### src/rtl/sim_run_ctrl.sv
// Run controller: staged core reset release, cycle/retire counting,
// halt detection with pipeline drain, and pass/timeout verdict.
module sim_run_ctrl #(
    parameter int NUM_CORES      = 1,
    parameter int RST_CYCLES     = 4,
    parameter int STAGGER        = 0,
    parameter int DRAIN_CYCLES   = 5,
    parameter int TIMEOUT_CYCLES = 10000,
    parameter int CNT_WIDTH      = 32
) (
    input  logic                           clk,
    input  logic                           rst_,
    input  logic                           start,
    input  logic [NUM_CORES-1:0]           core_halt,
    input  logic [NUM_CORES-1:0]           core_retire,
    output logic [NUM_CORES-1:0]           core_hold,
    output logic [CNT_WIDTH-1:0]           cycle_count,
    output logic [NUM_CORES*CNT_WIDTH-1:0] retire_count,
    output logic                           busy,
    output logic                           done,
    output logic                           pass,
    output logic                           timeout
);

    typedef enum logic [2:0] {
        S_IDLE, S_RESET, S_RUN, S_DRAIN, S_DONE
    } state_t;

    localparam int LAST_REL = RST_CYCLES + (NUM_CORES - 1) * STAGGER;
    localparam int PH_MAX   = (LAST_REL > DRAIN_CYCLES) ? LAST_REL : DRAIN_CYCLES;
    localparam int PH_W     = $clog2(PH_MAX + 1);
    localparam int WD_W     = $clog2(TIMEOUT_CYCLES + 1);
    localparam logic [CNT_WIDTH-1:0] CNT_MAX = '1;

    state_t state_q, state_d;
    logic [PH_W-1:0] phase_q, phase_d, phase_inc;
    logic [WD_W-1:0] wdog_q, wdog_d;
    logic [NUM_CORES-1:0] halt_seen_q, halt_seen_d;
    logic [NUM_CORES-1:0] hold_q, hold_d;
    logic [CNT_WIDTH-1:0] cyc_q, cyc_d;
    logic [NUM_CORES-1:0][CNT_WIDTH-1:0] ret_q, ret_d;
    logic busy_q, busy_d, done_q, done_d;
    logic pass_q, pass_d, to_q, to_d;

    logic [NUM_CORES-1:0] live, halt_now;
    logic all_halt, wd_hit, drain_end;

    assign live      = ~hold_q;
    assign halt_now  = halt_seen_q | (core_halt & live);
    assign all_halt  = &halt_now;
    assign wd_hit    = (wdog_q == WD_W'(TIMEOUT_CYCLES - 1));
    assign drain_end = (phase_q == PH_W'(DRAIN_CYCLES - 1));
    assign phase_inc = phase_q + PH_W'(1);

    always_ff @(posedge clk) begin
        if (rst_) begin
            state_q     <= S_IDLE;
            phase_q     <= '0;
            wdog_q      <= '0;
            halt_seen_q <= '0;
            hold_q      <= '1;
            cyc_q       <= '0;
            ret_q       <= '0;
            busy_q      <= 1'b0;
            done_q      <= 1'b0;
            pass_q      <= 1'b0;
            to_q        <= 1'b0;
        end else begin
            state_q     <= state_d;
            phase_q     <= phase_d;
            wdog_q      <= wdog_d;
            halt_seen_q <= halt_seen_d;
            hold_q      <= hold_d;
            cyc_q       <= cyc_d;
            ret_q       <= ret_d;
            busy_q      <= busy_d;
            done_q      <= done_d;
            pass_q      <= pass_d;
            to_q        <= to_d;
        end
    end

    // Halt beats watchdog when both land on the same edge.
    always_comb begin
        state_d = state_q;
        unique case (state_q)
            S_IDLE, S_DONE: if (start) state_d = S_RESET;
            S_RESET: if (phase_inc >= PH_W'(LAST_REL)) state_d = S_RUN;
            S_RUN: begin
                if (all_halt)    state_d = S_DRAIN;
                else if (wd_hit) state_d = S_DONE;
            end
            S_DRAIN: if (drain_end) state_d = S_DONE;
            default: state_d = S_IDLE;
        endcase
    end

    always_comb begin
        phase_d     = phase_q;
        wdog_d      = wdog_q;
        halt_seen_d = halt_seen_q;
        cyc_d       = cyc_q;
        ret_d       = ret_q;
        pass_d      = pass_q;
        to_d        = to_q;
        if (state_q == S_IDLE || state_q == S_DONE) begin
            if (start) begin
                phase_d     = '0;
                wdog_d      = '0;
                halt_seen_d = '0;
                cyc_d       = '0;
                ret_d       = '0;
                pass_d      = 1'b0;
                to_d        = 1'b0;
            end
        end else begin
            halt_seen_d = halt_now;
            for (int i = 0; i < NUM_CORES; i++) begin
                if (core_retire[i] && live[i] && ret_q[i] != CNT_MAX)
                    ret_d[i] = ret_q[i] + CNT_WIDTH'(1);
            end
            if ((state_q == S_RUN || state_q == S_DRAIN) && cyc_q != CNT_MAX)
                cyc_d = cyc_q + CNT_WIDTH'(1);
            if (state_q == S_RESET) phase_d = phase_inc;
            if (state_q == S_RUN) begin
                wdog_d = wdog_q + WD_W'(1);
                if (state_d == S_DRAIN) phase_d = '0;
                if (state_d == S_DONE)  to_d = 1'b1;
            end
            if (state_q == S_DRAIN) begin
                phase_d = phase_inc;
                if (drain_end) pass_d = 1'b1;
            end
        end
    end

    always_comb begin
        busy_d = (state_d == S_RESET || state_d == S_RUN || state_d == S_DRAIN);
        done_d = (state_d == S_DONE);
        hold_d = '1;
        if (state_d == S_RESET) begin
            for (int i = 0; i < NUM_CORES; i++)
                hold_d[i] = (phase_d < PH_W'(RST_CYCLES + i * STAGGER));
        end else if (state_d == S_RUN || state_d == S_DRAIN) begin
            hold_d = '0;
        end
    end

    assign core_hold    = hold_q;
    assign cycle_count  = cyc_q;
    assign retire_count = ret_q;
    assign busy         = busy_q;
    assign done         = done_q;
    assign pass         = pass_q;
    assign timeout      = to_q;

endmodule

### config.mk
export PLATFORM = sky130hd
export DESIGN_NAME = sim_run_ctrl
export DESIGN_NICKNAME = d
export VERILOG_FILES = /design/src/rtl/sim_run_ctrl.sv
export SDC_FILE = /design/constraint.sdc
export NUM_CORES = 1
export LEC_CHECK = 0
export ABC_AREA = 1
export BUFFER_PORTS_ARGS = -buffer_cell sky130_fd_sc_hd__buf_2
export CAP_MARGIN = 25
export CORE_UTILIZATION = 53
export DETAILED_ROUTE_END_ITERATION = 10
export PLACE_DENSITY = 0.85
export SYNTH_ARGS = -nofsm -noshare
export SYNTH_HDL_FRONTEND = slang
export SYNTH_SLANG_ARGS = --single-unit
export TNS_END_PERCENT = 100
### constraint.sdc
create_clock -name clk -period 1.8 [get_ports clk]
set_clock_uncertainty 0.2 [all_clocks]
set_input_delay 0.18 -clock clk [delete_from_list [all_inputs] [get_ports clk]]
set_output_delay 0.18 -clock clk [all_outputs]
set_load 0.02 [all_outputs]
==> summary.txt <==
Floorplan
  – Initial Util: 54.3%
  – Die X: 104 µm
  – Area of the core: 10200 µm²
  – Ports: 74
  – FP Rows: 37
  – Die height: 104 µm
  – Die area: 10900 µm²

Status
  – Failing checks: setup timing
  – Status: finished, violations left

Cells and area
  – Area Overhead vs Synth: 38.2%
  – Total Nets Final: 1120
  – Design area: 7690 µm²
  – Layout cells sized above 1: 33.2%

Logic synthesis
  – Mapped Area: 5560 µm²
  – Synth Area in Compound Gates: 9.41%
  – Synth warn: 0
  – Post-synth ARST share: 0%
  – Number of flops mapped to enable cells by yosys: 0
  – Top cells by count, synth: 271 x nand2_1, 198 x nor2_1, 90 x dfxtp_1
  – Dominant cells by area after synthesis: dfxtp_1 32%, nand2_1 18%, nor2_1 13%
  – Mux contribution to synthesized area: 0%
  – Synth top area share: 32.4%
  – Count leader, synth: nand2_1
  – Post-synth cell types: 38
  – Yosys reg bits: 90
  – XOR/XNOR Fraction of Synth Area: 2.68%
  – Syn nets: 938
  – Synth Area in Simple Gates: 46.1%
  – Most used flip-flop cell after synthesis: dfxtp_1
  – Largest family of logic cells by synthesized area: simple AND/OR/NAND/NOR gates
  – Synth Instances: 928
  – Cell accounting for the most synthesized area: dfxtp_1
  – Synth Area in Adders: 1.13%
  – Avg Cell Area, Syn: 5.99 µm²
  – Post-synthesis sequential area ratio: 32.4%

Global route
  – Largest net degree at the start of global routing: 37
  – All-Layer GR Usage: 30.2%
  – Vias in the first global route: 5841
  – Antenna violations before repair: 1
  – First-pass GRT wire length: 26700 µm
  – GRT overflow: 0

Timing
  – # setup viols final: 29
  – Slew HR: 67.5%
  – Worst-Margin Slew: 0.487 ns
  – Slew Limit Fails: 0
  – Sum Neg Setup Slack: -1.88 ns
  – Final worst slack: -0.123 ns
  – Final worst-path cycle share: 107%
  – Final hold vios: 0
  – RSZ-0062 raised after global routing: true
  – Tmin final: 1.92 ns
  – Fmax: 520 MHz
  – WHS: 0.0529 ns

Place
  – Gp weighted congestion: 0.952
  – Area post-placement: 6840 µm²
  – IO buf count: 73
  – HPWL Detailed: 12000 µm
  – Place WS: -0.0526 ns

Power and ir drop
  – Worst VDD drop: 0.325 mV
  – Tot Pwr: 3.81 mW
  – Leakage power: 3.02 nW
  – Power density cells: 495 nW/µm²

Clock network
  – Num CTS Buffers: 9
  – TritonCTS clock tree: done
  – Bufs on Longest Clock Path: 2
  – CTS H-tree depth: 3
  – Clock Root Buffer: clkbuf_8
  – Clock transition at path regs: 0.09 ns
  – Clock sinks: 90
  – Clk_lat worst skew: 0.38 ns

Worst setup path
  – Worst setup SP type: register
  – Worst endpoint required time: 1.88 ns
  – Reg2Reg Depth: 9
  – CP max stage cell: dfxtp_4
  – Flop-to-flop setup slack: -0.12 ns
  – Max stage delay on crit path: 0.39 ns
  – Critical path endpoint: retire_count[24]
  – Crit Path Max Fanout: 6
  – CP dominant cell by count: nor2_1
  – Critical path startpoint: retire_count[3]
  – Reg-to-reg critical path startpoint: retire_count[3]
  – Crit path arrival time: 2.00 ns
  – Worst-path cell chain: nand2_1 -> nor2_4 -> nand2_4 -> nor2_1 -> nand2_2 -> nor2_1 -> nand3_1 -> nand2_1 -> nor2_1
  – Reg2reg end: retire_count[24]
  – Type of destination of the critical path: register
  – WS Path Type: register to register

Detailed routing
  – Via Count: 7060
  – Wire per inst: 15.3 µm
  – Post-Route WL: 19200 µm
  – Drt drc: 0
  – DRT iter0 DRCs: 717
  – First-pass DRT Iterations: 7
  – Final ANT Viol Nets: 0
  – Vias per cell: 5.63

Worst hold path
  – Min-delay worst type: primary input to register

Job
  – MaxCap Viol Count: 0
layer usage:
| metal | track usage [%] | wire, µm | vias up | share of wire, % |
|---|---|---|---|---|
| met3 | 3.01 | 1800 | 91 | 9.4 |
| met1 | 39.8 | 7560 | 3202 | 39 |
| met2 | 49.6 | 8970 | 447 | 47 |
| met4 | 13.9 | 870 | 0 | 4.5 |
| li1 | - | - | 3320 | - |
| met5 | 0 | 0 | - | 0 |
area by class of cell:
cell class | count | area [µm²]
Fill cell | 727 | 2540
Clock inverter | 4 | 23.8
Multi-Input combinational cell | 732 | 3690
Antenna cell | 2 | 5.00
Clock buffer | 12 | 166
Inverter | 80 | 323
Sequential cell | 90 | 1870
Tap cell | 136 | 170
Timing Repair Buffer | 197 | 1440
report_power, final:
part	internal, mW	switching [mW]
Clock	0.621	0.775
Combinational	0.137	0.282
Sequential	1.98	0.00854
flip-flops by register name (all words and copies together), names as in the netlist:
name          cells
retire_count     32
busy              1
wdog_q           14
phase_q           3
core_hold         1
pass              1
state_q           3
cycle_count      32
halt_seen_q       1
done              1
timeout           1
repair_timing:
item                                   4_1_cts  5_1_grt
buffers inserted                             0       10
gates resized for setup                      9      137
cloned                                       0        6
pin swaps                                    0       33
endpoints found under the hold margin        4        0
hold buffers                                 2        0
setup endpoints to repair                   23       79
worst max-delay path: cells and delay by family (launching register included):
| family | cells | cell delay [ns] |
|---|---|---|
| AND/OR/NAND/NOR | 9 | 1.23 |
| flip-flops | 1 | 0.39 |
stage by stage:
| step | std cells | utilization, % |
|---|---|---|
| after CTS | 1235 | 69.1 |
| after global placement | 1217 | 66.8 |
| after global routing | 1251 | 75.1 |
| after floorplan | 928 | - |
| final | 1253 | 75.1 |
| after detailed placement | 1217 | 66.8 |
worst min path at each step:
stage,startpoint,to,slack (ns),depth (start not counted)
after floorplan,rst_,cycle_count[12],0.14,3
after global placement,pass,pass,0.24,2
after detailed placement,pass,pass,0.26,2
after CTS,rst_,cycle_count[15],0.04,3
after global routing,rst_,cycle_count[15],0.09,3
final,rst_,cycle_count[15],0.05,3
logic make-up after synthesis:
family / Yosys count
flops: 90
xor+xnor: 17
simple gates: 613
compound gates: 97
fa+ha+maj: 5
buf+inv: 106
cells in the final DEF, fill, tap and decap left out, types with 4 or more instances in the layout:
cell / count
inv_1: 73
buf_4: 109
xor2_1: 8
nor2_1: 157
a21oi_1: 56
nor3_1: 13
nand4_1: 17
nand2_2: 22
buf_2: 73
nor2_4: 14
nand2_1: 251
clkbuf_16: 5
o21ai_0: 14
dfxtp_2: 28
nand3_2: 12
dfxtp_1: 52
dfxtp_4: 10
nand2_4: 5
nor2_2: 36
clkbuf_8: 10
o21ai_1: 5
a21oi_2: 12
xnor2_1: 8
buf_6: 5
or2_2: 4
nand3_1: 72
No activity file was read; power rests on OpenSTA's default activity.
